--- src/rtl/sccb_cfg_ctrl.sv ---
// rtl/sccb_cfg_ctrl.sv - OV7670 power-up register walker over SCCB 3-phase writes
module sccb_cfg_ctrl #(
   parameter int         CLK_DIV    = 125,
   parameter int         NUM_REGS   = 32,
   parameter logic [7:0] DEV_ADDR   = 8'h42,
   parameter int         RESET_WAIT = 25000,
   // One extra bit so the index can reach NUM_REGS and stop there without wrapping
   localparam int        IDX_W      = $clog2(NUM_REGS + 1)
) (
   input  logic             clk,
   input  logic             rst_n,
   input  logic             ena,
   input  logic             start,
   output logic [IDX_W-1:0] tbl_idx,
   input  logic [15:0]      tbl_data,
   output logic             sioc_o,
   output logic             siod_o,
   output logic             siod_oe,
   input  logic             siod_i,
   output logic             busy,
   output logic             done,
   output logic             nack
);

   localparam int CNT_W  = $clog2(CLK_DIV + 1);
   localparam int WAIT_W = $clog2(RESET_WAIT + 1);

   typedef enum logic [3:0] {
      S_IDLE, S_LOAD, S_ST1, S_ST2, S_BIT_L, S_BIT_H,
      S_SP1, S_SP2, S_SP3, S_GAP, S_WAIT, S_DONE
   } state_t;

   state_t            state, state_nx;
   logic [CNT_W-1:0]  cnt;
   logic [WAIT_W-1:0] wcnt;
   logic [23:0]       shreg;
   logic [15:0]       entry;
   logic [3:0]        bit_cnt;
   logic [1:0]        byte_cnt;

   logic tick, ack_slot, last_slot, load_last, wait_req, start_ok;

   assign tick      = (cnt == CNT_W'(CLK_DIV - 1));
   assign ack_slot  = (bit_cnt == 4'd8);
   assign last_slot = ack_slot && (byte_cnt == 2'd2);
   assign load_last = (cnt == CNT_W'(1));
   assign wait_req  = (entry[15:8] == 8'h12) && entry[7];
   assign start_ok  = start && ((state == S_IDLE) || (state == S_DONE));

   // Next-state decode and bus pin levels for each phase
   always_comb begin
      state_nx = state;
      sioc_o   = 1'b1;
      siod_o   = 1'b1;
      siod_oe  = 1'b1;
      busy     = 1'b1;
      done     = 1'b0;
      case (state)
         S_IDLE: begin
            busy = 1'b0;
            if (start) state_nx = S_LOAD;
         end
         S_LOAD: begin
            if (load_last) begin
               if (tbl_data == 16'hFFFF || tbl_idx == IDX_W'(NUM_REGS)) state_nx = S_DONE;
               else                                                      state_nx = S_ST1;
            end
         end
         S_ST1: begin
            siod_o = 1'b0;
            if (tick) state_nx = S_ST2;
         end
         S_ST2: begin
            sioc_o = 1'b0;
            siod_o = 1'b0;
            if (tick) state_nx = S_BIT_L;
         end
         S_BIT_L, S_BIT_H: begin
            sioc_o  = (state == S_BIT_H);
            siod_o  = ack_slot ? 1'b1 : shreg[23];
            siod_oe = !ack_slot;
            if (tick) begin
               if (state == S_BIT_L) state_nx = S_BIT_H;
               else                  state_nx = last_slot ? S_SP1 : S_BIT_L;
            end
         end
         S_SP1: begin
            sioc_o = 1'b0;
            siod_o = 1'b0;
            if (tick) state_nx = S_SP2;
         end
         S_SP2: begin
            siod_o = 1'b0;
            if (tick) state_nx = S_SP3;
         end
         S_SP3: begin
            if (tick) state_nx = S_GAP;
         end
         S_GAP: begin
            if (tick) state_nx = wait_req ? S_WAIT : S_LOAD;
         end
         S_WAIT: begin
            if (wcnt == WAIT_W'(RESET_WAIT - 1)) state_nx = S_LOAD;
         end
         S_DONE: begin
            busy = 1'b0;
            done = 1'b1;
            if (start) state_nx = S_LOAD;
         end
         default: state_nx = S_IDLE;
      endcase
   end

   // State, counters, shift data and status; everything holds while ena is low
   always_ff @(posedge clk or negedge rst_n) begin
      if (!rst_n) begin
         state    <= S_IDLE;
         cnt      <= '0;
         wcnt     <= '0;
         tbl_idx  <= '0;
         shreg    <= '0;
         entry    <= '0;
         bit_cnt  <= '0;
         byte_cnt <= '0;
         nack     <= 1'b0;
      end else if (ena) begin
         state <= state_nx;
         if (!busy || state_nx != state || tick) cnt <= '0;
         else                                    cnt <= cnt + CNT_W'(1);
         wcnt <= (state == S_WAIT) ? wcnt + WAIT_W'(1) : '0;
         if (start_ok) begin
            tbl_idx <= '0;
            nack    <= 1'b0;
         end
         if (state == S_LOAD && load_last) begin
            entry    <= tbl_data;
            shreg    <= {DEV_ADDR, tbl_data};
            bit_cnt  <= '0;
            byte_cnt <= '0;
         end
         if (state == S_BIT_H && tick) begin
            if (ack_slot) begin
               bit_cnt  <= '0;
               byte_cnt <= byte_cnt + 2'd1;
               if (siod_i) nack <= 1'b1;
            end else begin
               bit_cnt <= bit_cnt + 4'd1;
               shreg   <= {shreg[22:0], 1'b0};
            end
         end
         if ((state == S_GAP || state == S_WAIT) && state_nx == S_LOAD)
            tbl_idx <= tbl_idx + IDX_W'(1);
      end
   end

endmodule
--- config.mk ---
export PLATFORM = sky130hd
export DESIGN_NAME = sccb_cfg_ctrl
export DESIGN_NICKNAME = d
export VERILOG_FILES = /design/src/rtl/sccb_cfg_ctrl.sv
export SDC_FILE = /design/constraint.sdc
export NUM_CORES = 1
export LEC_CHECK = 0
export ABC_AREA = 1
export CORE_MARGIN = 2
export CORE_UTILIZATION = 40
export DETAILED_ROUTE_END_ITERATION = 7
export PLACE_DENSITY = 0.62
export SLEW_MARGIN = 20
export SYNTH_ARGS = -nofsm -noshare
export SYNTH_HDL_FRONTEND = slang
export SYNTH_SLANG_ARGS = --single-unit
--- constraint.sdc ---
create_clock -name clk -period 2.6 [get_ports clk]
set_clock_uncertainty 0.2 [all_clocks]
set_input_delay 0.52 -clock clk [delete_from_list [all_inputs] [get_ports clk]]
set_output_delay 0.52 -clock clk [all_outputs]
set_load 0.05 [all_outputs]
==> metrics <==
status completed; critical path's largest stage delay ~0.40 ns; terminus of the critical flop-to-flop path tbl_idx[2]; slowest CP cell dfrtp_1; post-synthesis sequential area ratio approximately 45%; Hold WC Path Type flip-flop to flip-flop; share of layout cells above drive strength 1 14.3%; DPL Wire Length between 6000 and 7000 um; die area 10700 um^2; Finished Core Util about half; Worst-Skew Late Latency 0.36 ns; Synth Instances between 400 and 500; post_cts resized 0; CTS Root Cell clkbuf_8; VDD IR max between 0.0005 and 0.0006 V; commonest non-fill, non-tap cell in the layout nand2_1; Hold Path Depth 2; first-pass GRT wire length 15800 um; post-synthesis register bit count slightly above 70; average wire per standard cell around 13 um; Final GP Congestion 0.992; EDFF count, synth 0; flop2flop setup slack roughly 0.33 ns; ys flop type dfrtp_1; asr flop ratio synth 100%; hold endpoint shreg[23]; worst path cell trace inv_1, ha_1, nand2_1, nor2_1, inv_1, a32oi_2, buf_12; worst hold start shreg[22]; Std-Cell Core Area around 9700 um^2; final-report setup violation count 0; RSZ-0062 raised after global routing false; Final nets about 580; Cell Int Power between 0.002 and 0.0025 W; H-tree depth 3; routed vias/inst approximately 5; vias after detailed routing roughly 3400; pin count of the biggest net entering global routing 39; Switching Share 40.1%; IO buf count 32; drt first pass iters 5; clock power share 21.6%; Final Non-Filler Cells 684; fin crit period between 2 and 2.5 ns; syn avg cell area ~8 um^2; row cnt 36; Ys Warns 0; Slew HR a little under three fifths; Hold Fails Final Rpt 0; Net Sw Power approximately 0.0016 W; vias in the first global route 3402; CP Capture Type primary output; static leakage approximately 2.2 nW; kind of critical path flip-flop to primary output; die width 104 um; Final ANT Viol Nets 0; DRT iter0 DRCs 109; P&R area growth vs syn 19.1%; Worst R2R Start cnt[0]; Post-CTS Setup Inserts 0; die height around 100 um; Worst-path clk slew around 0.07 ns; max-slew violations 0; drt total wl roughly 8900 um; CTS tree yes; CP startpoint bit_cnt[0]; total grt overflow 0; initial antenna violation count 0; CP top delay family flip-flops; fmax around 400 MHz; Max Cap Viol 0; Num CTS Buffers 9; starting density of the core about two fifths; all-layer global routing usage 18.0%; Worst EP required roughly 1.9 ns; post-synthesis cell area between 3000 and 4000 um^2; Worst path most repeated cell inv_1; Final Cell Area 4730 um^2; # placed instances around 670; sequential share of power 40.7%; # IOs 33; Netlist cell types 40; # diodes 0; Max clock buf depth 2; Worst EP arrival about 1.7 ns; hold buffers post-CTS 1; P per Cell Area 867 nW/um^2; Reg2Reg Depth 15; syn_nets 528; most frequent cells in the layout nand2_1 (102), dfrtp_1 (72), nor2_1 (64); CP Max Fanout 3; drt drc 0; Gate power share 37.7%; post-placement cell area 4530 um^2; Final Cycle Share ~95%; clock sink count between 70 and 80; Worst setup SP type flip-flop; worst path bufs/invs 3; Setup TNS Final 0 ns; Slew @ Worst Pin 0.664 ns
-- metrics by stage --
stage | hold WS, ns | total power, W | setup slack [ns]
finish | 0.286 | 0.00411 | 0.140
global route | 0.302 | 0.00444 | 0.00317
CTS | 0.294 | 0.00416 | 0.108
detailed placement | 0.271 | 0.00324 | 0.0323
global placement | 0.267 | 0.00321 | 0.0942
floorplan | 0.0244 | 0.00278 | 0.266
-- registers in the layout, summed over array words and instances (netlist names) --
signal    flops
shreg        24
wcnt         15
entry         9
cnt           7
tbl_idx       6
bit_cnt       4
state         4
byte_cnt      2
nack          1
-- power by group through the flow --
stage | Clock, W | Combinational [W] | Sequential [W]
final | 0.000889 | 0.00155 | 0.00167
after global routing | 0.000990 | 0.00174 | 0.00171
after CTS | 0.000930 | 0.00156 | 0.00167
after detailed placement | 0 | 0.00155 | 0.00168
after global placement | 0 | 0.00154 | 0.00168
after floorplan | 0 | 0.00113 | 0.00166
-- cell families (layout without fill, tap and decap cells) --
| group | Yosys count | in the layout | share of synthesized area, % |
|---|---|---|---|
| compound gates | 80 | 80 | 11.9 |
| buf+inv | 77 | 130 | 7.68 |
| flops | 72 | 72 | 45.3 |
| xor+xnor | 10 | 10 | 2.20 |
| fa+ha+maj | 9 | 9 | 2.83 |
| simple gates | 250 | 250 | 30.0 |
-- worst min-delay path: cells and delay by family (launching register included) --
kind	cells	cell delay [ns]
AO/OA/AOI/OAI	1	0.05
flip-flops	1	0.35
AND/OR/NAND/NOR	1	0.05
-- layer usage --
| metal | vias up | track usage (%) | part of all wire, % |
|---|---|---|---|
| li1 | 1715 | - | - |
| met1 | 1577 | 23.8 | 49 |
| met2 | 65 | 29.4 | 47 |
| met3 | 6 | 4.72 | 3.7 |
| met4 | 0 | 5.12 | 0.88 |
| met5 | - | 0 | 0 |
-- worst max-delay path by stage --
| stage | endpoint | slack (ns) | cells past startpoint |
|---|---|---|---|
| global placement | wcnt[13] | 0.09 | 13 |
| CTS | siod_o | 0.11 | 7 |
| global route | siod_o | 0.003 | 7 |
| detailed placement | wcnt[14] | 0.03 | 10 |
| finish | siod_o | 0.14 | 7 |
| floorplan | siod_o | 0.27 | 6 |
-- synth_stat cells, drive strengths merged (6+ instances only) --
cell type | instances | share of area (%)
nand3 | 33 | 4.7
xor2 | 7 | 1.5
ha | 9 | 2.8
o21ai | 33 | 4.2
o22ai | 15 | 2.4
nor3 | 16 | 2.4
inv | 64 | 6.0
a21oi | 15 | 1.9
nand2 | 112 | 12
buf | 6 | 0.88
nor2 | 84 | 10
dfrtp | 72 | 45
-- area by class of cell --
cell class	instances	area (um^2)
sequential	72	1800
tap	133	166
multi-input combinational	349	1870
clock buffer	11	141
fill	942	4990
clock inverter	5	56.3
timing repair buffer	46	435
inverter	68	259
(Power assumes the default switching activity.)
